--- src/rtl/imem_ctrl.sv ---
// ============================================================================
// Module   : imem_ctrl
// Brief    : Instruction-memory controller. Serves one IF fetch per cycle and
//            loads programs into the instruction RAM. The optional zero-fill
//            CLEAR phase after reset is enabled by defining IMEM_CLEAR_EN.
// Revision : 1.0
// ============================================================================
`default_nettype none

module imem_ctrl #(
   parameter int DEPTH = 128,
   parameter int AW    = 7
) (
   input  logic          clk,
   input  logic          rst,
   input  logic          if_req,
   input  logic [31:0]   if_addr,
   output logic          if_valid,
   output logic [31:0]   if_data,
   output logic          if_stall,
   output logic          if_fault,
   input  logic          ld_start,
   input  logic          ld_valid,
   input  logic [31:0]   ld_data,
   input  logic          ld_last,
   output logic          ld_ready,
   output logic [AW-1:0] ram_addr,
   output logic          ram_we,
   output logic [31:0]   ram_wdata,
   input  logic [31:0]   ram_rdata
);

`ifdef IMEM_CLEAR_EN
   typedef enum logic [1:0] {
      S_CLEAR = 2'd0,
      S_LOAD  = 2'd1,
      S_RUN   = 2'd2
   } state_t;
   localparam state_t c_RST_STATE = S_CLEAR;
   localparam logic   c_RST_STALL = 1'b1;
`else
   typedef enum logic [1:0] {
      S_LOAD  = 2'd1,
      S_RUN   = 2'd2
   } state_t;
   localparam state_t c_RST_STATE = S_RUN;
   localparam logic   c_RST_STALL = 1'b0;
`endif

   localparam logic [AW-1:0] c_LAST = AW'(DEPTH - 1);

   state_t        r_state, w_state_nxt;
   logic [AW-1:0] r_ptr, w_ptr_nxt;
   logic          r_valid, r_fault;
   logic          w_fetch, w_oor;
   logic          w_unused_addr;

   assign w_oor         = |if_addr[31:AW+2];
   assign w_unused_addr = &{1'b0, if_addr[1:0]};

   always_ff @(posedge clk) begin
      if (rst) begin
         r_state <= c_RST_STATE;
         r_ptr   <= '0;
         r_valid <= 1'b0;
         r_fault <= 1'b0;
      end else begin
         r_state <= w_state_nxt;
         r_ptr   <= w_ptr_nxt;
         r_valid <= w_fetch;
         r_fault <= w_fetch & w_oor;
      end
   end

   // RAM-side outputs are combinational so a fetch sees exactly one cycle of
   // latency; rst forces them to their idle values while it is asserted.
   always_comb begin
      w_state_nxt = r_state;
      w_ptr_nxt   = r_ptr;
      w_fetch     = 1'b0;
      ld_ready    = 1'b0;
      ram_we      = 1'b0;
      ram_addr    = '0;
      ram_wdata   = '0;
      if_stall    = 1'b1;
      if (rst) begin
         if_stall = c_RST_STALL;
      end else begin
         case (r_state)
`ifdef IMEM_CLEAR_EN
            S_CLEAR: begin
               ram_we    = 1'b1;
               ram_addr  = r_ptr;
               w_ptr_nxt = r_ptr + 1'b1;
               if (r_ptr == c_LAST) begin
                  w_state_nxt = S_RUN;
                  w_ptr_nxt   = '0;
               end
            end
`endif
            S_LOAD: begin
               ld_ready = 1'b1;
               if (ld_valid) begin
                  ram_we    = 1'b1;
                  ram_addr  = r_ptr;
                  ram_wdata = ld_data;
                  w_ptr_nxt = r_ptr + 1'b1;
                  // The last RAM word ends the load so the pointer never wraps.
                  if (ld_last || (r_ptr == c_LAST)) begin
                     w_state_nxt = S_RUN;
                     w_ptr_nxt   = '0;
                  end
               end
            end
            S_RUN: begin
               if_stall = 1'b0;
               if (if_req) begin
                  w_fetch  = 1'b1;
                  ram_addr = if_addr[AW+1:2];
               end
               if (ld_start) begin
                  w_state_nxt = S_LOAD;
                  w_ptr_nxt   = '0;
               end
            end
            default: begin
               w_state_nxt = c_RST_STATE;
               w_ptr_nxt   = '0;
            end
         endcase
      end
   end

   assign if_valid = r_valid;
   assign if_fault = r_fault;
   assign if_data  = (r_valid && !r_fault) ? ram_rdata : 32'h0;

endmodule

`default_nettype wire

--- config.mk ---
export PLATFORM = sky130hd
export DESIGN_NAME = imem_ctrl
export DESIGN_NICKNAME = d
export VERILOG_FILES = /design/src/rtl/imem_ctrl.sv
export SDC_FILE = /design/constraint.sdc
export NUM_CORES = 1
export LEC_CHECK = 0
export CORE_MARGIN = 4
export CORE_UTILIZATION = 21
export CTS_BUF_LIST = sky130_fd_sc_hd__clkbuf_4 sky130_fd_sc_hd__clkbuf_8
export DETAILED_ROUTE_END_ITERATION = 8
export PLACE_DENSITY = 0.78
export SLEW_MARGIN = 25
export SYNTH_ARGS = -nofsm -noshare
export SYNTH_HDL_FRONTEND = slang
export SYNTH_SLANG_ARGS = --single-unit
export TNS_END_PERCENT = 30
--- constraint.sdc ---
create_clock -name clk -period 1.7 [get_ports clk]
set_clock_uncertainty 0.2 [all_clocks]
set_input_delay 0.17 -clock clk [delete_from_list [all_inputs] [get_ports clk]]
set_output_delay 0.17 -clock clk [all_outputs]
set_load 0.005 [all_outputs]
# [Yosys cells after proc, flatten, opt, wreduce, memory -nomap -nowiden]
# Cells that the tools add are included.
[word_totals] ff_bits=11 input_bits=102 out_inout_bits=76 wordCells=44
[classes] addsub=1 eq_ne=6 muxes=26 bitwise_logic=1 reduce_logical=6
[ops] operator="32-bit 2-to-1 mux" n=4
[ops] operator="7-bit 2-to-1 mux" n=6
[ops] operator="7-bit case mux with 2 select lines" n=2
[ops] operator="23-bit OR reduction" n=1
[ops] operator="1-bit 2-to-1 mux" n=10
[ops] operator="7-bit by 1-bit adder with 7-bit output (second input constant)" n=1
[ops] operator="7-bit == test (second input constant)" n=1
[ops] operator="2-bit 2-to-1 mux" n=3
[ops] operator="2-bit inequality test (second input constant)" n=3
[ops] operator="2-bit case mux with 2 select lines" n=1
[ops] operator="3-bit AND reduction" n=1
[ops] operator="2-bit by 1-bit == test with 1-bit output (second input constant)" n=1
[ops] operator="2-bit == test (second input constant)" n=1
[ops] operator="2-bit AND reduction" n=1
[ops] operator="1-bit AND" n=1
[ops] operator="1-bit logical AND" n=1
[ops] operator="1-bit logical NOT" n=1
[ops] operator="1-bit logical OR" n=1

# [Depth between registers and ports, before layout]
[logic_depth] word_depth=5 depth_mapped=6 depth_no_buf=6

# [Worst setup path after synthesis]
# OpenSTA, ideal clock, no wires.
[synth_timing] kind="register -> register" from="register r_state[0]" to="register r_ptr[0]" setup_time_ns=0.119 arrival_ns=1.254 required_time_ns=1.381 setup_slack_ns=0.127 path_stages_with_launch=7 n_path_buf=0 period_less_slack_ns=1.573 path_cell_list="dfxtp_1 -> inv_1 -> ha_1 -> and2b_4 -> nor2_2 -> a21o_1 -> nor2_1"
[synth_between] elab_chain_cells=3 word_cells_on_any_way=6 classes_between="eq/ne: 4; mux: 1; reduce/logical: 1"
[synth_rtl] element="start, declared" line="52" source="state_t r_state, w_state_nxt;"
[synth_rtl] element="start signal, assigned" line="63" source="r_state <= c_RST_STATE;"
[synth_rtl] element="start signal, assigned" line="68" source="r_state <= w_state_nxt;"
[synth_rtl] element="2-bit by 1-bit == test with 1-bit output or 2-bit == test (tied branches)" line="89" source="case (r_state)"
[synth_rtl] element="2-bit inequality test (no source line)"
[synth_rtl] element="2-bit AND reduction (no source line)"
[synth_rtl] element="end signal, assigned" line="69" source="r_ptr <= w_ptr_nxt;"
[synth_rtl] element="end, declared" line="53" source="logic [AW-1:0] r_ptr, w_ptr_nxt;"
# Several ways; a longest one is shown, not always the timed one.
# A chain may end at the register's enable or synchronous reset.

# [Worst setup path after layout]
[layout_timing] from="register r_state[1]" to="output ram_wdata[25]"
[layout_between] elab_chain_cells=3
[layout_rtl] element="2-bit by 1-bit == test with 1-bit output" line="89"
[layout_rtl] element="32-bit 2-to-1 mux" line="89"
[layout_rtl] element="32-bit 2-to-1 mux" line="86" source="if (rst) begin"
[layout_rtl] element="end, declared" line="29" source="output logic [31:0] ram_wdata,"
# Every way passes these cells.

==> impl_metrics.ini <==
[outcome]
run_status = complete, but fails checks
violations = negative setup slack

[worst_setup_path]
path_depth = 7
r2r-start = r_state[1]
timing.rr.end = r_ptr[4]
cp.arrival_ns = 1.45
critPathMaxStageDelay_ns = 0.34
critPathLaunch = r_state[1]
start_kind = register
crit_buf_inv = 4
crit_type = reg2out
rrSetupSlack_ns = -0.01
end_kind = output pin
reg2regPathDepth = 7
path_max_fanout = 9
crit_chain = inv_2 -> ha_4 -> nor2b_4 -> buf_6 -> buf_16 -> and3_1 -> buf_2
crit_required_ns = 1.33
cp_top_family = buffers and inverters
slowest_stage = dfxtp_2
crit_end = ram_wdata[25]

[logic_synthesis]
ys_seq_area_share_pct = 19.4
synth_cells = 158
synth_nets = 263
synth_common_cells = 34 x and2_1, 29 x and3_1, 15 x nor2_1
post_synth_num_cell_types = 34
synthArstFlopShare_pct = 0
yosys-top-cells-area = dfxtp_1 19%, and2_1 19%, and3_1 16%
postSynthAreaPerCell_sq_um = 7.20
synth_most_common_cell = and2_1
netlist_area_sq_um = 1140
synth_ff_type = dfxtp_1
synth_edf_count = 0
yosys.area.top_type = dfxtp_1
synth_top_area_share_pct = 19.4
yosys_warnings = 0
ys_seq_elements = 11

[die]
fp-row-count = 26
core_sq_um = 5170
start_util_pct = 22.0
die_w_um = 81.6
num_io_pins = 178
die-area_sq_um = 6660
die_h_um = 81.6

[global_route]
grt_pass1_wl_um = 8850
overflow = 0
grt_max_degree = 25
grt_pass1_vias = 1802
antenna_found_initial = 0
gr-usage-all-layers_pct = 16.7

[pwr]
p_comb_share_pct = 67.8
switching_share_pct = 32.1
power_leakage_uw = 0.00145
clockPowerShare_pct = 14.6
internal_power_uw = 1300
power.density_nw_per_um2 = 557
netSwitchingPower_uw = 613
seq_power_share_pct = 17.6
max-vdd-ir-drop_uv = 651
power_uw = 1910

[clocking]
clockBufferDepth = 2
clk_root_buffer_cell = clkbuf_8
clkSinkCount = 11
path_clk_slew_ns = 0.05
htreeDepth = 1
cts_tree = done
cts_made_buffers = 3
clock_latency_ns = 0.23

[routing]
ant_nets = 0
drt-total-wl_um = 6210
first_pass_iters = 4
wl_per_cell_um = 14.8
drt-initial-drc-count = 11
routed_via_density = 4.39
dr_total_vias = 1839
drc_errors = 0

[placed_design]
place_area_sq_um = 3040
hpwlAfterDp_um = 4890
pre_cts_ws_ns = -0.374
port_buffers = 175
place_congestion = 0.802

[job]
cap_violations = 0

[sta]
fin_ws_ns = -0.117
period_share_pct = 107
max_slew.worst_pin.slew_ns = 0.286
rsz0062_at_grt = true
setup_violations = 41
drv_slew = 0
holdWs_ns = 0.320
timing.final.crit_period_ns = 1.82
slew_headroom_pct = 80.9
max_freq_mhz = 550
final_hold_viol_count = 0

[layout]
fin_area_sq_um = 3430
drive_gt1_share_pct = 39.5
final_nets = 455
areaGrowthSynthToFinish_pct = 202
n_antenna_cell = 0

[min_path]
hold_start = r_ptr[6]
worstHoldPathType = reg2reg
-- power by group through the flow --
stage	clock, uW	combinational (uW)	sequential (uW)
finish	279	1300	337
global route	291	1410	342
CTS	284	1280	337
global placement	0	1060	323
detailed placement	0	1070	326
floorplan	0	388	326
-- worst min-delay path, delay by kind of cell (launching register included) --
family          cells  cell delay [ns]
compound gates      1             0.05
flops               1             0.36
simple gates        1             0.07
-- flip-flops by register name (all words and copies together) (netlist names) --
name / count
if_valid: 1
r_ptr: 7
r_state: 2
if_fault: 1
-- final cells by class --
type | instances | area [sq um]
tap | 70 | 87.6
clock buffer | 4 | 48.8
sequential | 11 | 224
timing repair buffer | 199 | 1960
multi-input combinational | 133 | 1110
fill | 415 | 1740
inverter | 2 | 7.51
-- stage by stage --
step	instances	setup TNS [ns]	utilization [%]
2_1_floorplan	158	0	-
3_3_place_gp	403	-14.26	58.9
3_5_place_dp	403	-15.44	58.9
4_1_cts	419	-5.20	66.6
5_1_grt	419	-6.60	66.4
6_report	419	-3.91	66.4
-- worst min path at each step --
| stage | cells after the start | end |
|---|---|---|
| after CTS | 2 | r_ptr[6] |
| final | 2 | r_ptr[6] |
| after detailed placement | 2 | r_ptr[6] |
| after global placement | 2 | r_ptr[6] |
| after floorplan | 1 | if_valid |
| after global routing | 2 | r_ptr[6] |
-- metal layers --
metal / share of wire (%) / global-route usage (%)
met2: 55 / 33.0
met3: 12 / 5.48
met1: 32 / 17.3
met4: 1.1 / 2.33
met5: 0 / 0
-- cell families (layout without fill, tap and decap cells) --
family	after synthesis	after routing	synth area share (%)
buffers and inverters	14	205	4.84
adders and majority gates	3	3	3.30
xor gates and xnor gates	5	5	3.85
DFF	11	11	19.4
AOI/OAI and AO/OA	15	15	9.24
and+or+nand+nor	110	110	59.4
-- cell usage in the layout, fill, tap and decap left out, types with 6 or more instances in the layout --
cell type          n
clkdlybuf4s15_1   22
clkdlybuf4s50_1  101
buf_4             12
buf_2             13
dfxtp_1            8
a22oi_2            7
and3_1             9
nand2_1            6
and2_1            33
buf_6             28
nor2_1             9
clkbuf_2          16
nor2_2             6
and3_4            23
-- repair_timing --
action,in CTS,in global routing
cloned,5,0
hold buffers,0,0
pin swaps,21,6
setup endpoints to repair,82,76
buffers inserted,7,0
resized for setup,268,59
Power figures use the tool's default switching activity.
